**config.mk**
```make
export PLATFORM = sky130hd
export DESIGN_NAME = step_grid_drawer
export DESIGN_NICKNAME = d
export VERILOG_FILES = /design/src/rtl/step_grid_drawer_pkg.sv /design/src/rtl/step_grid_drawer_cell_rect_scanner.sv /design/src/rtl/step_grid_drawer.sv
export SDC_FILE = /design/constraint.sdc
export NUM_CORES = 1
export LEC_CHECK = 0
export ABC_AREA = 1
export BUFFER_PORTS_ARGS = -buffer_cell sky130_fd_sc_hd__buf_2
export CAP_MARGIN = 20
export CORE_ASPECT_RATIO = 0.5
export CORE_MARGIN = 1
export CORE_UTILIZATION = 34
export CTS_CLUSTER_SIZE = 16
export DETAILED_ROUTE_END_ITERATION = 10
export RECOVER_POWER = 50
export SLEW_MARGIN = 20
export SYNTH_ARGS = -nofsm -noshare
export SYNTH_HDL_FRONTEND = slang
export SYNTH_HIERARCHICAL = 1
export SYNTH_SLANG_ARGS = --single-unit
```
**constraint.sdc**
```tcl
create_clock -name CLOCK_50 -period 7.9 [get_ports CLOCK_50]
set_input_delay 0.395 -clock CLOCK_50 [delete_from_list [all_inputs] [get_ports CLOCK_50]]
set_output_delay 0.395 -clock CLOCK_50 [all_outputs]
set_load 0.01 [all_outputs]
```
**src/rtl/step_grid_drawer_pkg.sv**
```systemverilog
// step_grid_pkg: shared types and constants for the step grid drawer.
// Holds the FSM state encoding, the default cell colours for each supported
// colour depth, and the resolution-to-coordinate-width helpers that the VGA
// top level also uses.
package step_grid_pkg;

    typedef enum logic [1:0] {
        IDLE = 2'd0,
        SEL  = 2'd1,
        DRAW = 2'd2
    } state_t;

    // 9-bit RGB (3 bits per channel)
    localparam logic [8:0] C9_ON   = 9'b000111000;
    localparam logic [8:0] C9_OFF  = 9'b001001001;
    localparam logic [8:0] C9_PLAY = 9'b111111000;

    // 6-bit RGB (2 bits per channel)
    localparam logic [5:0] C6_ON   = 6'b001100;
    localparam logic [5:0] C6_OFF  = 6'b010101;
    localparam logic [5:0] C6_PLAY = 6'b111100;

    // 3-bit RGB (1 bit per channel); no grey exists, so "off" is dim blue
    localparam logic [2:0] C3_ON   = 3'b010;
    localparam logic [2:0] C3_OFF  = 3'b001;
    localparam logic [2:0] C3_PLAY = 3'b110;

    function automatic logic [8:0] default_on(input int depth);
        case (depth)
            6:       return {3'b000, C6_ON};
            3:       return {6'b000000, C3_ON};
            default: return C9_ON;
        endcase
    endfunction

    function automatic logic [8:0] default_off(input int depth);
        case (depth)
            6:       return {3'b000, C6_OFF};
            3:       return {6'b000000, C3_OFF};
            default: return C9_OFF;
        endcase
    endfunction

    function automatic logic [8:0] default_play(input int depth);
        case (depth)
            6:       return {3'b000, C6_PLAY};
            3:       return {6'b000000, C3_PLAY};
            default: return C9_PLAY;
        endcase
    endfunction

    // Column coordinate width for a resolution string
    function automatic int res_nx(input logic [55:0] res);
        if (res == "320x240")      return 9;
        else if (res == "160x120") return 8;
        else                       return 10;
    endfunction

    // Row coordinate width for a resolution string
    function automatic int res_ny(input logic [55:0] res);
        if (res == "320x240")      return 8;
        else if (res == "160x120") return 7;
        else                       return 9;
    endfunction

endpackage

```
**src/rtl/step_grid_drawer_cell_rect_scanner.sv**
```systemverilog
// cell_rect_scanner: raster counter for one rectangular cell.
// A one-clock start latches the cell's top-left address and emits pixel
// (0,0) on the same edge; each following clock emits the next pixel in
// raster order (cx fastest). x/y/pix are registered together, so pix is a
// one-clock strobe per pixel aligned with its address. last is high while
// the final pixel of the cell is on the outputs.
module cell_rect_scanner #(
    parameter int nX     = 10,
    parameter int nY     = 9,
    parameter int CELL_W = 32,
    parameter int CELL_H = 32
) (
    input  logic          clk,
    input  logic          reset,
    input  logic          start,
    input  logic [nX:0]   base_x,
    input  logic [nY:0]   base_y,
    output logic [nX-1:0] x,
    output logic [nY-1:0] y,
    output logic          pix,
    output logic          last
);

    localparam int CW = (CELL_W > 1) ? $clog2(CELL_W) : 1;
    localparam int CH = (CELL_H > 1) ? $clog2(CELL_H) : 1;

    logic [CW-1:0] cx, nxt_cx;
    logic [CH-1:0] cy, nxt_cy;
    logic [nX:0]   bx_q;
    logic [nY:0]   by_q;
    logic          cx_end, cy_end;

    assign cx_end = (cx == CW'(CELL_W - 1));
    assign cy_end = (cy == CH'(CELL_H - 1));
    assign last   = pix && cx_end && cy_end;

    // Next raster position: advance column, wrap into the next row
    always_comb begin
        nxt_cx = cx + 1'b1;
        nxt_cy = cy;
        if (cx_end) begin
            nxt_cx = '0;
            nxt_cy = cy + 1'b1;
        end
    end

    // Counter, latched base and registered pixel address/strobe
    always_ff @(posedge clk) begin
        if (reset) begin
            cx   <= '0;
            cy   <= '0;
            bx_q <= '0;
            by_q <= '0;
            x    <= '0;
            y    <= '0;
            pix  <= 1'b0;
        end else if (start) begin
            cx   <= '0;
            cy   <= '0;
            bx_q <= base_x;
            by_q <= base_y;
            x    <= nX'(base_x);
            y    <= nY'(base_y);
            pix  <= 1'b1;
        end else if (pix) begin
            if (cx_end && cy_end) begin
                pix <= 1'b0;
            end else begin
                cx  <= nxt_cx;
                cy  <= nxt_cy;
                x   <= nX'(bx_q + (nX+1)'(nxt_cx));
                y   <= nY'(by_q + (nY+1)'(nxt_cy));
                pix <= 1'b1;
            end
        end
    end

endmodule

```
**src/rtl/step_grid_drawer.sv**
```systemverilog
// step_grid_drawer: renders the sequencer step row as filled rectangles into
// the VGA adapter's pixel-write port, redrawing only cells whose displayed
// colour is stale. One pixel per clock; new cells are only started once the
// adapter reports the background is drawn (bg_done).
// Optional feature macro: STEP_GRID_PLAYHEAD_EN -- when defined, the cell at
// the playhead index is drawn in C_PLAY; otherwise playhead is ignored.
module step_grid_drawer
    import step_grid_pkg::*;
#(
    parameter RESOLUTION  = "640x480",
    parameter int COLOR_DEPTH = 9,
    parameter int nX          = res_nx(RESOLUTION),
    parameter int nY          = res_ny(RESOLUTION),
    parameter int NUM_STEPS   = 16,
    parameter int CELL_W      = 32,
    parameter int CELL_H      = 32,
    parameter int GAP         = 8,
    parameter int ORIGIN_X    = 4,
    parameter int ORIGIN_Y    = 224,
    parameter logic [COLOR_DEPTH-1:0] C_ON   = COLOR_DEPTH'(default_on(COLOR_DEPTH)),
    parameter logic [COLOR_DEPTH-1:0] C_OFF  = COLOR_DEPTH'(default_off(COLOR_DEPTH)),
    parameter logic [COLOR_DEPTH-1:0] C_PLAY = COLOR_DEPTH'(default_play(COLOR_DEPTH))
) (
    input  logic                         CLOCK_50,
    input  logic                         reset,
    input  logic                         bg_done,
    input  logic [NUM_STEPS-1:0]         steps,
    input  logic [$clog2(NUM_STEPS)-1:0] playhead,
    output logic [nX-1:0]                X,
    output logic [nY-1:0]                Y,
    output logic [COLOR_DEPTH-1:0]       color,
    output logic                         write,
    output logic                         busy
);

    localparam int PW    = $clog2(NUM_STEPS);
    localparam int PITCH = CELL_W + GAP;

    state_t                 state;
    logic [NUM_STEPS-1:0]   steps_q;
    logic [NUM_STEPS-1:0]   valid;
    logic [NUM_STEPS-1:0]   dirty;
    logic [COLOR_DEPTH-1:0] shown [NUM_STEPS];
    logic [COLOR_DEPTH-1:0] want  [NUM_STEPS];
    logic [PW-1:0]          sel_idx, cur_idx;
    logic [COLOR_DEPTH-1:0] sel_col, cur_col;
    logic                   any_dirty;
    logic                   start, last;
    logic [nX:0]            base_x;
    logic [nY:0]            base_y;

`ifdef STEP_GRID_PLAYHEAD_EN
    logic [PW-1:0] play_q;

    // Register the playhead alongside the step pattern
    always_ff @(posedge CLOCK_50) begin
        if (reset) play_q <= '0;
        else       play_q <= playhead;
    end
`else
    logic unused_playhead;
    assign unused_playhead = ^playhead;
`endif

    // Input stage: register the step pattern
    always_ff @(posedge CLOCK_50) begin
        if (reset) steps_q <= '0;
        else       steps_q <= steps;
    end

    // Wanted colour per cell and staleness against what is on screen
    always_comb begin
        for (int i = 0; i < NUM_STEPS; i++) begin
            want[i] = steps_q[i] ? C_ON : C_OFF;
`ifdef STEP_GRID_PLAYHEAD_EN
            if (play_q == PW'(i)) want[i] = C_PLAY;
`endif
            dirty[i] = !valid[i] || (want[i] != shown[i]);
        end
    end

    // Lowest-index dirty cell wins
    always_comb begin
        sel_idx = '0;
        for (int i = NUM_STEPS - 1; i >= 0; i--) begin
            if (dirty[i]) sel_idx = PW'(i);
        end
        any_dirty = |dirty;
        sel_col   = want[sel_idx];
    end

    // Top-left corner of the selected cell, widened by one bit then truncated
    assign base_x = (nX+1)'(ORIGIN_X) + (nX+1)'(sel_idx) * (nX+1)'(PITCH);
    assign base_y = (nY+1)'(ORIGIN_Y);

    // The scanner emits pixel (0,0) on the SEL->DRAW edge
    assign start = (state == SEL) && any_dirty;
    assign busy  = (state != IDLE);

    cell_rect_scanner #(
        .nX     (nX),
        .nY     (nY),
        .CELL_W (CELL_W),
        .CELL_H (CELL_H)
    ) u_scan (
        .clk    (CLOCK_50),
        .reset  (reset),
        .start  (start),
        .base_x (base_x),
        .base_y (base_y),
        .x      (X),
        .y      (Y),
        .pix    (write),
        .last   (last)
    );

    // Control FSM: wait for a dirty cell, select it, draw it
    always_ff @(posedge CLOCK_50) begin
        if (reset) begin
            state   <= IDLE;
            valid   <= '0;
            cur_idx <= '0;
            cur_col <= '0;
            color   <= '0;
        end else begin
            case (state)
                IDLE: begin
                    if (bg_done && any_dirty) state <= SEL;
                end
                SEL: begin
                    if (any_dirty) begin
                        cur_idx <= sel_idx;
                        cur_col <= sel_col;
                        color   <= sel_col;
                        state   <= DRAW;
                    end else begin
                        state <= IDLE;
                    end
                end
                DRAW: begin
                    if (last) begin
                        valid[cur_idx] <= 1'b1;
                        state          <= IDLE;
                    end
                end
                default: state <= IDLE;
            endcase
        end
    end

    // Record the colour of a cell once its last pixel has gone out
    always_ff @(posedge CLOCK_50) begin
        if (!reset && state == DRAW && last) shown[cur_idx] <= cur_col;
    end

endmodule

```
After elaboration in Yosys (flattened, before gate mapping)
Memory sizes are Yosys's and may differ from the RTL's.
Index checks and enable logic that the tools add are counted.

operators by class
  bitwise operators = 3
  $lt $le $gt $ge = 3
  reduce and logical (&&, ||, !) cells = 51
  muxes and demuxes = 54
  multipliers = 1
  add/subtract/negate cells = 5
  equal/unequal tests = 23

operators with widths
  operator                                          count
  != test 7 x 9 -> 1 bit                            16
  two-way mux 7 bit                                 16
  two-way mux 4 bit                                 16
  binary-select mux 9 bit (select 4 bit)            1
  two-way mux 10 bit                                3
  two-way mux 8 bit                                 3
  two-way mux 9 bit                                 2
  zero test 1 bit                                   17
  logical OR 1 bit                                  16
  bitwise OR 16 bit                                 1
  OR reduction 16 bit                               1
  adder 10 x 5 -> 10 bit                            1
  adder 3 x 10 -> 10 bit, first input constant      1
  adder 5 x 1 -> 5 bit, second input constant       2
  == test 5 bit, second input constant              2
  two-way mux 5 bit                                 2
  AND reduction 2 bit                               5
  adder 8 x 5 -> 9 bit                              1
  logical AND 1 bit                                 8
  multiplier 4 x 3 -> 7 bit, second input constant  1
  two-way mux 1 bit                                 6
  two-way mux 2 bit                                 3
  != test 2 bit, second input constant              3
  one-hot mux 2 bit (3 select lines)                1
  other kinds (11)                                  12

word-level totals
  bits of input ports = 23
  memories kept = 1
  RAM bits = 144
  flip-flop bits (word level) = 88
  logic and storage cells = 154
  output and inout port bits = 30

memories
  memory  depth  bits a word  read ports  clocked after Yosys merged registers in  wr ports  RTL line                text
  shown   16     9            16          0                                        1         step_grid_drawer.sv:43  logic [COLOR_DEPTH-1:0] shown [NUM_STEPS];

Longest topological paths before layout
Gate-level depths: netlist of run 1.

  depth after elaboration = 23
  gate-level depth with buffers = 32
  depth with buffers taken out = 32

By module
Netlist of run 1, hierarchy kept.

by module, submodules not included
  module             cells an instance  instances  sequential area each (sq um)  area an instance (sq um)
  step_grid_drawer   426                1          2262.2                        3960.0
  cell_rect_scanner  365                1          980.9                         2573.7

Worst setup path after synthesis of run 1
Ideal clock, no wire load.

  path kind = flip-flop to flip-flop
  from = mem shown[11][0]
  to = reg u_scan.x[8]
  library setup time = 0.117 ns
  path buffers = 0
  data required time = 7.783 ns
  stages on the path, launching flop included = 22
  data arrival time = 2.702 ns
  clock period less this slack = 2.819 ns
  slack = 5.081 ns
  cells stage by stage = edfxtp_1 > inv_2 > nand2_1 > a211oi_4 > nand2_1 > a31oi_1 > nor2_1 > o21bai_2 > a21oi_4 > bufinv_8 > nor2_1 > inv_2 > nand2_1 > inv_1 > ha_1 > inv_1 > fa_1 > xnor2_1 > o21ai_1 > a21oi_1 > nor2_1 > nor2_1

RTL lines
  element               RTL line                                  text
  start, declared       step_grid_drawer.sv:43
  end signal, assigned  step_grid_drawer_cell_rect_scanner.sv:62  x <= nX'(base_x);
  end signal, assigned  step_grid_drawer_cell_rect_scanner.sv:71  x <= nX'(bx_q + (nX+1)'(nxt_cx));
  end, declared         step_grid_drawer_cell_rect_scanner.sv:18  output logic [nX-1:0] x,

==> summary.md, run 1 <==
| Metric | Value |
|---|---|
| Row count | 35 |
| Slew @ Worst Pin | 2.30 ns |
| Post-route cell area | 0.00759 mm^2 |
| Worst Hold End | steps_q[11]$_SDFF_PP0_ |
| Crit path kind | register to register |
| Part of the power in the clock network | about half |
| Final wirelength | 14400 um |
| Sw Pwr | 429 uW |
| TritonCTS Buffers | 17 |
| H-tree levels | 4 |
| Synth top area cells | dfxtp_1, edfxtp_1, nand2_1 |
| Area growth syn-to-layout | 16.2% |
| CTS root buf | clkbuf_16 |
| I/O Buffers | 44 |
| Synth Register Bits | 138 |
| RePlAce Congestion | 0.841 |
| Die area | 0.0198 mm^2 |
| Worst path arrival time | between 4 and 5 ns |
| Final setup viols | 0 |
| Period minus WS final | 4.36 ns |
| Synth async-reset ratio | 0% |
| Fin. Hold Viols | 0 |
| CTS Sinks | 138 |
| Fin crit share | between 50% and 60% |
| # resized after CTS | 0 |
| Worst setup EP type | register |
| Crit path cell chain | clkinv_1, o21ai_0, and2_0, nand2_1, nor2_1, nand2_1, nor2_1, nor3_2, clkbuf_1, inv_2, nand2_4, inv_2, nand2_1, nand2_1, inv_1, a21oi_1 |
| Vias | 5129 |
| Worst r2r dst | u_scan/x[3]$_SDFFE_PP0P_ |
| TritonCTS clock tree | done |
| Clock skew | 0.0126 ns |
| I/O pins | between 50 and 60 |
| Max Cap Viol | 2 |
| HP Class | input port to register |
| Initial drt markers | 302 |
| Clk pin slew, worst setup/hold paths | approximately 0.07 ns |
| Synthesis Warnings | 6 |
| Switching part of the total | 24.3% |
| Post-synth top area share | 27.6% |
| CP bufs+invs | 5 |
| Failing checks | capacitance limit, slew limit |
| Worst path required time | about 8.1 ns |
| First-pass GRT wire length | 23800 um |
| Post-Place Cell Area | 0.00701 mm^2 |
| Vias in the first global route | around 4900 |
| Setup Fix Bufs, Post-CTS | 0 |
| Worst hold path stage count | 3 |
| Most used cell, CP | nand2_1 |
| Pwr Density | ~230 mW/mm^2 |
| Synth top cells by count | nand2_1, inv_1, nor2_1 |
| Post-cts hold buffer count | 0 |
| Critical path launch point type | register |
| DRC errors left | 0 |
| Worst-Skew Late Latency | 0.42 ns |
| Number of flops mapped to enable cells by yosys | 48 |
| Core area | 0.0186 mm^2 |
| VDD IR max | ~0.13 mV |
| Count leader, synth | nand2_1 |
| Int Pwr | ~1300 uW |
| WP depth | 16 |
| R2r setup slk | about 3.5 ns |
| Worst hold start | steps[11] |
| Crit-path max FO | 32 |
| CP max-delay cell | clkbuf_1 |
| Fill cell count | roughly 1900 |
| Die height | 100 um |
| Seq pwr share | 44.0% |
| Gate Count Post-Synth | around 790 |
| Routed len/inst | 12.9 um |
| Average vias per placed instance | 4.58 |
| Initial Utilization | 35.1% |
| Ant. Diodes | 0 |
| Combinational share of power | 7.4% |
| Post-DP HPWL | roughly 9800 um |
| GRT Util Overall | 15.5% |
| Most used DFF post-synth | dfxtp_1 |
| Largest net degree at the start of global routing | 44 |
| Post-Syn Area | 0.00653 mm^2 |
| Syn avg cell area | 8.26 um^2 |
| Antenna-violating nets left | 0 |
| Reg2reg path depth | 16 |
| Slowest cell delay on critical path | 1.13 ns |
| Cell taking the most area after synthesis | dfxtp_1 |
| DIE WIDTH | 198 um |
| Max frequency | ~230 MHz |
| Share of cells above drive strength 1 | 11.1% |
| Setup TNS | 0 ns |
| Total grt overflow | 0 |
| Register area share after synthesis | 49.6% |
| Fin nets | 891 |
| Clock buffer depth | 2 |
| Reg2reg start | shown[0][0]$_DFFE_PP_ |
| Rel. slew slack | -53.2% |
| Router iterations before antenna repair | 5 |
| LEAKAGE | 0.00317 uW |
| RSZ-0062 raised after global routing | false |
| Antenna violations before repair | 0 |
| Synth cell types | 47 |
| Status | finished with violations |
| Final Max Tran Viols | 77 |
| Delay-heaviest family, CP | buffers and inverters |
==> cell families after synthesis <==
family	Yosys count	share of synthesized area [%]
other	2	0.115
AOI/OAI and AO/OA	130	11.3
buffers and inverters	140	9.29
adders and majority gates	20	4.17
and+or+nand+nor	354	24.6
DFF	138	49.6
xor gates and xnor gates	7	0.938
==> state kept, by name, indices dropped and copies added, names as in the netlist <==
name / cells
cur_col: 3
cur_idx: 4
shown: 48
state: 2
steps_q: 16
u_scan/bx_q: 10
u_scan/by_q: 9
u_scan/cx: 5
u_scan/cy: 5
u_scan/pix: 1
u_scan/x: 10
u_scan/y: 9
valid: 16
==> power groups by stage <==
stage	logic (uW)	registers, uW	clock network [uW]
CTS	136	779	877
global route	150	782	907
finish	130	779	861
detailed placement	136	794	0
global placement	133	794	0
floorplan	90.3	796	0
==> routing by layer <==
metal	global-route usage, %	vias up	share of wire [%]
met4	5.61	0	1.2
li1	-	2664	-
met2	26.2	72	46
met3	2.86	17	2.8
met5	0	-	0
met1	19.9	2376	50
==> layout by cell type, fill, tap and decap left out, types with 5 or more instances in the layout <==
cell	netlist	routed
nand3_2	8	8
nor2_4	5	5
inv_1	104	104
ha_1	17	17
conb_1	2	16
o21ai_0	47	50
o21ai_1	15	12
nor3_1	7	6
inv_6	0	5
nor2_1	95	96
nand3_1	49	49
nand2_2	5	5
clkbuf_16	0	17
nand2_1	163	163
a31oi_1	5	5
inv_2	11	10
dfxtp_1	90	90
edfxtp_1	48	48
buf_2	6	18
a21oi_1	45	45
nor2_2	6	5
clkbuf_1	6	32
==> worst reg2reg max path, stage by stage, from the launching register on <==
cell and delay (ns):
edfxtp_1 0.37, clkinv_1 0.07, o21ai_0 0.06, and2_0 0.45, nand2_1 0.28, nor2_1 0.09
nand2_1 0.09, nor2_1 0.08, nor3_2 0.10, clkbuf_1 1.13, inv_2 0.63, nand2_4 0.45
inv_2 0.12, nand2_1 0.08, nand2_1 0.05, inv_1 0.05, a21oi_1 0.05
==> worst max path at each step <==
stage / from / end / slack (ns)
3_3_place_gp: shown[0][0]$_DFFE_PP_ / u_scan/x[7]$_SDFFE_PP0P_ / 4.44
5_1_grt: shown[0][0]$_DFFE_PP_ / u_scan/x[3]$_SDFFE_PP0P_ / 3.12
3_5_place_dp: shown[0][0]$_DFFE_PP_ / u_scan/x[7]$_SDFFE_PP0P_ / 4.39
2_1_floorplan: shown[11][0]$_DFFE_PP_ / u_scan/x[8]$_SDFFE_PP0P_ / 5.08
6_report: shown[0][0]$_DFFE_PP_ / u_scan/x[3]$_SDFFE_PP0P_ / 3.54
4_1_cts: shown[0][0]$_DFFE_PP_ / u_scan/x[7]$_SDFFE_PP0P_ / 4.35
==> per-stage QoR <==
step | power [uW] | instances | hold WS, ns | utilization, % | setup WS (ns)
final | 1770 | 1120 | 0.173 | 40.8 | 3.54
after global routing | 1840 | 1120 | 0.173 | 40.8 | 3.12
after CTS | 1790 | 1120 | 0.165 | 41.1 | 4.35
after detailed placement | 930 | 1088 | 0.447 | 37.7 | 4.39
after global placement | 927 | 1088 | 0.440 | 37.7 | 4.44
after floorplan | 886 | 805 | 0.428 | - | 5.08
==> layout make-up <==
| type | instances | area (um^2) | share of cell area (%) |
|---|---|---|---|
| clock inverter | 13 | 203 | 2.67 |
| multi-input combinational | 527 | 2740 | 36.1 |
| timing repair buffer | 48 | 203 | 2.67 |
| inverter | 116 | 449 | 5.92 |
| clock buffer | 19 | 433 | 5.70 |
| tap | 259 | 324 | 4.27 |
| sequential | 138 | 3240 | 42.7 |
Power figures use the tool's default switching activity.
==> inputs of run 2 (changes only) <==
clock period = 4.2 ns   (was 7.9 ns; I/O delays follow)
==> run 2 against run 1 <==
The run still ends with capacitance limit, slew limit left. Cell count up 1.2%. Die area unchanged. Register-to-register slack got worse by 2.8 ns. Fmax rose by 25%. Sequential share of layout area decreased by 0.30 points. First-iteration DRC count down 19%. Hold slack lost 0.16 ns. Via count about the same. Combinational power grew 88%. Clock skew is 0.00069 ns lower. Count of clock-buffer cells in the layout shrank 2. Cell area is 0.71% higher. Critical path type unchanged. Largest power group is now registers. Highest routed layer unchanged.
==> summary.md, run 2 (same netlist as run 1, synthesis figures left out) <==
| Metric | Value |
|---|---|
| GR Util met1 | 19.9% (about the same) |
| Seq pwr share | 47.2% (was 44.0%) |
| WP depth | 13 (was 16) |
| Switching part of the total | 26.8% (was 24.3%) |
| Fin. Hold Viols | 0 (unchanged) |
| DIE WIDTH | 198 um (unchanged) |
| Pwr Total | 3130 uW (was 1770 uW) |
| Die area | 0.0198 mm^2 (unchanged) |
| Worst path arrival time | 3.71 ns (was 4.55 ns) |
| Clock buffer depth | 2 (unchanged) |
| Total grt overflow | 0 (unchanged) |
| Worst hold start | steps[3] (was steps[11]) |
| Clk pin slew, worst setup/hold paths | 0.06 ns (was 0.07 ns) |
| Int Pwr | 2290 uW (was 1340 uW) |
| Initial drt markers | 245 (was 302) |
| RePlAce Congestion | 0.838 (was 0.841) |
| Routed len/inst | 12.8 um (was 12.9 um) |
| Max frequency | 287 MHz (was 229 MHz) |
| Core Util, Final | 41.1% (was 40.8%) |
| Final setup viols | 0 (unchanged) |
| DRC errors left | 0 (unchanged) |
| Worst hold path stage count | 3 (unchanged) |
| CTS Sinks | 138 (unchanged) |
| Place WS | 0.934 ns (was 4.39 ns) |
| Worst setup path startpoint | shown[0][0]$_DFFE_PP_ (unchanged) |
| CP bufs+invs | 4 (was 5) |
| GR peak layer | met2 (unchanged) |
| Setup TNS | 0 ns (unchanged) |
| Antenna violations before repair | 0 (unchanged) |
| Max reg flops | 48 (unchanged) |
| Antenna-violating nets left | 0 (unchanged) |
| Rel. slew slack | -42.3% (was -53.2%) |
| CP max-delay cell | clkbuf_1 (unchanged) |
| Crit path kind | register to register (unchanged) |
| Top reg by flops | shown (unchanged) |
| Vias in the first global route | 5033 (was 4883) |
| HP Class | input port to register (unchanged) |
| Router iterations before antenna repair | 4 (was 5) |
| Period minus WS final | 3.49 ns (was 4.36 ns) |
| Most frequent cells in the layout | nand2_1, inv_1, nor2_1 (unchanged) |
| Part of the power in the clock network | 45.0% (was 48.6%) |
| LEAKAGE | 0.00318 uW (was 0.00317 uW) |
| Global Route met2 Usage | 27.5% (was 26.2%) |
| Delay-heaviest family, CP | buffers and inverters (unchanged) |
| H-tree levels | 4 (unchanged) |
| Final Max Tran Viols | 43 (was 77) |
| Biggest regs | shown (48), steps_q (16), valid (16) (unchanged) |
| Row count | 35 (unchanged) |
| Slowest cell delay on critical path | 1.09 ns (was 1.13 ns) |
| Slew @ Worst Pin | 2.14 ns (was 2.30 ns) |
| Reg2reg path depth | 13 (was 16) |
| Max Cap Viol | 1 (was 2) |
| Largest net degree at the start of global routing | 43 (was 44) |
| Sw Pwr | 837 uW (was 429 uW) |
| Vias | 5132 (was 5129) |
| TritonCTS Buffers | 17 (unchanged) |
| Crit-path max FO | 31 (was 32) |
| R2r setup slk | 0.71 ns (was 3.54 ns) |
| Failing checks | capacitance limit, slew limit (unchanged) |
| Share of cells above drive strength 1 | 11.1% (about the same) |
| Core area | 0.0186 mm^2 (unchanged) |
| Average vias per placed instance | 4.53 (was 4.58) |
| Worst setup EP type | register (unchanged) |
| M3 GR Usage | 3.97% (was 2.86%) |
| First-pass GRT wire length | 24400 um (was 23800 um) |
| Combinational share of power | 7.8% (was 7.4%) |
| CTS root buf | clkbuf_16 (unchanged) |
| Reg2reg start | shown[0][0]$_DFFE_PP_ (unchanged) |
| Status | finished with violations (unchanged) |
| Area growth syn-to-layout | 17.0% (was 16.2%) |
| Initial Utilization | 35.1% (unchanged) |
| Final wirelength | 14500 um (was 14400 um) |
| Commonest non-fill, non-tap cell in the layout | nand2_1 (unchanged) |
| Critical path launch point type | register (unchanged) |
| Ant. Diodes | 0 (unchanged) |
| TritonCTS clock tree | done (unchanged) |
| Die height | 100 um (unchanged) |
| Fin nets | 904 (was 891) |
| Clock skew | 0.0119 ns (was 0.0126 ns) |
| GRT Util Overall | 15.9% (was 15.5%) |
| I/O Buffers | 44 (unchanged) |
| I/O pins | 53 (unchanged) |
| Pwr Density | 409 mW/mm^2 (was 233 mW/mm^2) |
| Crit path cell chain | inv_2, o21ai_0, and2_0, buf_4, nand2_1, nor2_1, nand2_1, nor2_1, nor3_1, clkbuf_1, nor2_2, inv_1, o22ai_1 (was clkinv_1, o21ai_0, and2_0, nand2_1, nor2_1, nand2_1, nor2_1, nor3_2, clkbuf_1, inv_2, nand2_4, inv_2, nand2_1, nand2_1, inv_1, a21oi_1) |
| # resized after CTS | 0 (unchanged) |
| Final worst setup slack | 0.711 ns (was 3.54 ns) |
| Worst path required time | 4.42 ns (was 8.09 ns) |
| Post-DP HPWL | 10000 um (was 9840 um) |
| Worst-Skew Late Latency | 0.42 ns (about the same) |
| RSZ-0062 raised after global routing | false (unchanged) |
| Fin crit share | 83.1% (was 55.2%) |
| VDD IR max | 0.208 mV (was 0.130 mV) |
==> run 2: cell count changes in the layout (fill, tap and decap cells not counted), sizes merged <==
| cell | before | now |
|---|---|---|
| inv | 121 | 123 |
| dlygate4sd3 | 0 | 14 |
| clkinv | 2 | 4 |
| bufinv | 5 | 1 |
| clkbuf | 49 | 46 |
| clkinvlp | 1 | 3 |
==> run 2: metrics by stage <==
stage                     hold slack, ns  area [um^2]  std cells
final                             0.0113         7650       1133
after CTS                        0.00140         7680       1132
after global placement             0.411         7000       1087
after floorplan                    0.317         6590        805
after global routing            0.000475         7650       1133
after detailed placement           0.417         7000       1087
==> run 2: final cells by class <==
type / instances / area (um^2)
timing repair buffer: 61 / 342
fill: 1914 / 11000
tap: 259 / 324
multi-input combinational: 527 / 2740
clock inverter: 15 / 128
inverter: 116 / 449
clock buffer: 17 / 425
sequential: 138 / 3240
==> run 2: worst paths after layout <==
path	to
worst max register to register	u_scan/bx_q[1]$_SDFFE_PP0P_
worst min-delay path	steps_q[3]$_SDFF_PP0_
worst min register to register	valid[5]$_SDFFE_PP0P_
worst max-delay path	u_scan/bx_q[1]$_SDFFE_PP0P_
==> run 2: per-layer routing <==
layer  share of wire [%]  vias up
met5                   0        -
met4                0.94        0
met3                 3.5       13
met2                  47       82
met1                  48     2368
li1                    -     2669
==> run 2: power groups by stage <==
| stage | sequential, uW | combinational (uW) | clock (uW) |
|---|---|---|---|
| global route | 1480 | 280 | 1490 |
| detailed placement | 1500 | 243 | 0 |
| finish | 1470 | 245 | 1410 |
| CTS | 1480 | 253 | 1430 |
| floorplan | 1500 | 170 | 0 |
| global placement | 1500 | 239 | 0 |
==> run 2: repair_timing <==
action,4_1_cts,5_1_grt
hold buffers,13,1
buffers inserted,0,0
hold endpoints to repair,13,1
==> run 2: tightest hold or removal path, stage by stage <==
cell and delay [ns]:
buf_2 0.10, inv_1 0.04, nor2_1 0.03
==> inputs of run 3 (changes only) <==
clock period = 3.17 ns   (was 4.2 ns; I/O delays follow)
==> run 3 against run 2 <==
The flow now finishes without violations. Sequential power grew 33%. Via count grew 3.0%. Cell area grew 4.0%. Worst setup slack lost 0.52 ns. Fmax grew 17%. Non-clock buffer count grew 22. Register-to-register slack lost 0.52 ns. Core utilization grew 1.6 points. Global-route usage grew 0.23 points. Sequential share of layout area shrank 1.6 points.
==> summary.md, run 3 (same netlist as run 1, synthesis figures left out) <==
| Metric | Value |
|---|---|
| DIE WIDTH | 198 um (unchanged) |
| Top reg by flops | shown (unchanged) |
| Period minus WS final | 2.98 ns (was 3.49 ns) |
| WP depth | 25 (was 13) |
| Max Cap Viol | 0 (was 1) |
| Routed len/inst | 13.1 um (was 12.8 um) |
| RePlAce Congestion | 0.831 (was 0.838) |
| Worst hold start | bg_done (was steps[3]) |
| Initial drt markers | 371 (was 245) |
| CP bufs+invs | 8 (was 4) |
| Vias in the first global route | 5131 (was 5033) |
| Clock buffer depth | 2 (unchanged) |
| Fill cell count | 1853 (was 1914) |
| Largest net degree at the start of global routing | 43 (unchanged) |
| Critical path launch point type | register (unchanged) |
| Antenna violations before repair | 0 (unchanged) |
| Max reg flops | 48 (unchanged) |
| Clock skew | 0.0260 ns (was 0.0119 ns) |
| Final Max Tran Viols | 0 (was 43) |
| R2r setup slk | 0.19 ns (was 0.71 ns) |
| VDD IR max | 0.400 mV (was 0.208 mV) |
| Fin crit share | 94.0% (was 83.1%) |
| Share of cells above drive strength 1 | 15.5% (was 11.1%) |
| LEAKAGE | 0.00332 uW (was 0.00318 uW) |
| TritonCTS clock tree | done (unchanged) |
| Total grt overflow | 0 (unchanged) |
| Fin cells | 1154 (was 1133) |
| Router iterations before antenna repair | 5 (was 4) |
| Status | finished, final reports clean (was finished with violations) |
| Worst path required time | 3.48 ns (was 4.42 ns) |
| Vias | 5288 (was 5132) |
| Crit-path max FO | 3 (was 31) |
| Most used cell, CP | nand2_1 |
| Area of the multi-input gates | 0.00281 mm^2 (was 0.00274 mm^2) |
| CP max-delay cell | fa_1 (was clkbuf_1) |
| Placed cell count | 1102 (was 1087) |
| Max frequency | 336 MHz (was 287 MHz) |
| RSZ-0062 raised after global routing | true (was false) |
| Reg area | 0.00324 mm^2 (unchanged) |
| Most frequent cells in the layout | nand2_1, inv_1, nor2_1 (unchanged) |
| Initial Utilization | 35.1% (unchanged) |
| Worst r2r dst | u_scan/x[7]$_SDFFE_PP0P_ (was u_scan/bx_q[1]$_SDFFE_PP0P_) |
| Post-DP HPWL | 10200 um (was 10000 um) |
| Average vias per placed instance | 4.58 (was 4.53) |
| First-pass GRT wire length | 24900 um (was 24400 um) |
| Pwr Density | 548 mW/mm^2 (was 409 mW/mm^2) |
| Commonest non-fill, non-tap cell in the layout | nand2_1 (unchanged) |
| Crit path kind | register to register (unchanged) |
| Worst hold path stage count | 3 (unchanged) |
| Worst path arrival time | 3.29 ns (was 3.71 ns) |
| Fin. Hold Viols | 0 (unchanged) |
| Row count | 35 (unchanged) |
| Slew @ Worst Pin | 0.896 ns (was 2.14 ns) |
| Worst Hold End | state[0]$_SDFFE_PP0P_ (was steps_q[3]$_SDFF_PP0_) |
| Worst setup EP type | register (unchanged) |
| Fin nets | 926 (was 904) |
| HP Class | input port to register (unchanged) |
| CTS root buf | clkbuf_16 (unchanged) |
| Reg2reg start | shown[15][5]$_DFFE_PP_ (was shown[0][0]$_DFFE_PP_) |
| TritonCTS Buffers | 17 (unchanged) |
| Antenna-violating nets left | 0 (unchanged) |
| Die height | 100 um (unchanged) |
| Pwr Total | 4360 uW (was 3130 uW) |
| Reg2reg path depth | 25 (was 13) |
| Rel. slew slack | 40.2% (was -42.3%) |
| Delay-heaviest family, CP | simple AND/OR/NAND/NOR gates (was buffers and inverters) |
| Biggest regs | shown (48), steps_q (16), valid (16) (unchanged) |
| Die area | 0.0198 mm^2 (unchanged) |
| H-tree levels | 4 (unchanged) |
| I/O Buffers | 44 (unchanged) |
| Final wirelength | 15200 um (was 14500 um) |
| Worst-Skew Late Latency | 0.42 ns (about the same) |
| Clk pin slew, worst setup/hold paths | 0.06 ns (about the same) |
| I/O pins | 53 (unchanged) |
| Core area | 0.0186 mm^2 (unchanged) |
| Area growth syn-to-layout | 21.7% (was 17.0%) |
| Final setup viols | 0 (unchanged) |
| GRT Util Overall | 16.1% (was 15.9%) |
| Ant. Diodes | 0 (unchanged) |
| CTS Sinks | 138 (unchanged) |
| DRC errors left | 0 (unchanged) |
| Slowest cell delay on critical path | 0.49 ns (was 1.09 ns) |
==> run 3: cell types whose count changed in the layout (fill, tap and decap cells not counted), moves of 3 or more <==
cell        before  now
bufinv_16        0    3
inv_1          105  100
o21ai_0         51   46
clkinvlp_4       3    0
o21ai_2          0    3
nor2_2           6    9
nor2_1          95   92
buf_4            1   23
inv_2           10   14
==> run 3: tightest hold or removal path: cells and delay by family <==
family / cells / cell delay, ns
buf+inv: 1 / 0.11
simple gates: 2 / 0.12
==> run 3: per-stage QoR <==
stage / TNS (ns) / setup WS (ns) / cell area (um^2) / hold slack, ns / util [%]
final: 0 / 0.190 / 7950 / 0.0287 / 42.7
after global routing: -0.0704 / -0.0447 / 7950 / 0.0205 / 42.7
after CTS: 0 / 0.0696 / 7880 / 0.0231 / 42.4
after detailed placement: 0 / 0.0979 / 7110 / 0.366 / 38.2
after global placement: 0 / 0.125 / 7110 / 0.360 / 38.2
after floorplan: 0 / 0.351 / 6590 / 0.265 / -
==> run 3: worst max-delay path by stage <==
stage | slack, ns | end | start
6_report | 0.19 | u_scan/x[7]$_SDFFE_PP0P_ | shown[15][5]$_DFFE_PP_
5_1_grt | -0.04 | u_scan/x[7]$_SDFFE_PP0P_ | shown[15][5]$_DFFE_PP_
4_1_cts | 0.07 | u_scan/x[7]$_SDFFE_PP0P_ | shown[15][0]$_DFFE_PP_
3_5_place_dp | 0.1 | u_scan/x[7]$_SDFFE_PP0P_ | shown[15][0]$_DFFE_PP_
3_3_place_gp | 0.12 | u_scan/x[7]$_SDFFE_PP0P_ | shown[10][5]$_DFFE_PP_
2_1_floorplan | 0.35 | u_scan/x[8]$_SDFFE_PP0P_ | shown[11][0]$_DFFE_PP_
==> run 3: layout make-up <==
class	instances	area share, %
Clock buffer	18	5.40
Inverter	116	5.63
Multi-Input combinational cell	527	35.3
Sequential cell	138	40.8
Clock inverter	13	2.27
Tap cell	259	4.07
Timing Repair Buffer	83	6.54
==> run 3: repair_timing <==
| action | CTS | global route |
|---|---|---|
| setup buffers | 0 | 6 |
| gates resized for setup | 0 | 24 |
| endpoints found under the hold margin | 16 | 0 |
| endpoints found under the setup margin | 0 | 4 |
| hold buffers | 16 | 0 |
==> run 3: metal layers <==
layer  global-route usage [%]  routed length [um]
met3                     2.92                 420
met4                     5.37                 178
met1                     20.4                7370
met2                     27.9                7180
met5                        0                   0
==> run 3: report_power, final <==
| part | switching [uW] | internal (uW) | total (uW) |
|---|---|---|---|
| Combinational | 215 | 119 | 334 |
| Clock | 812 | 1260 | 2070 |
| Sequential | 58.2 | 1900 | 1950 |
| Total | 1080 | 3270 | 4360 |
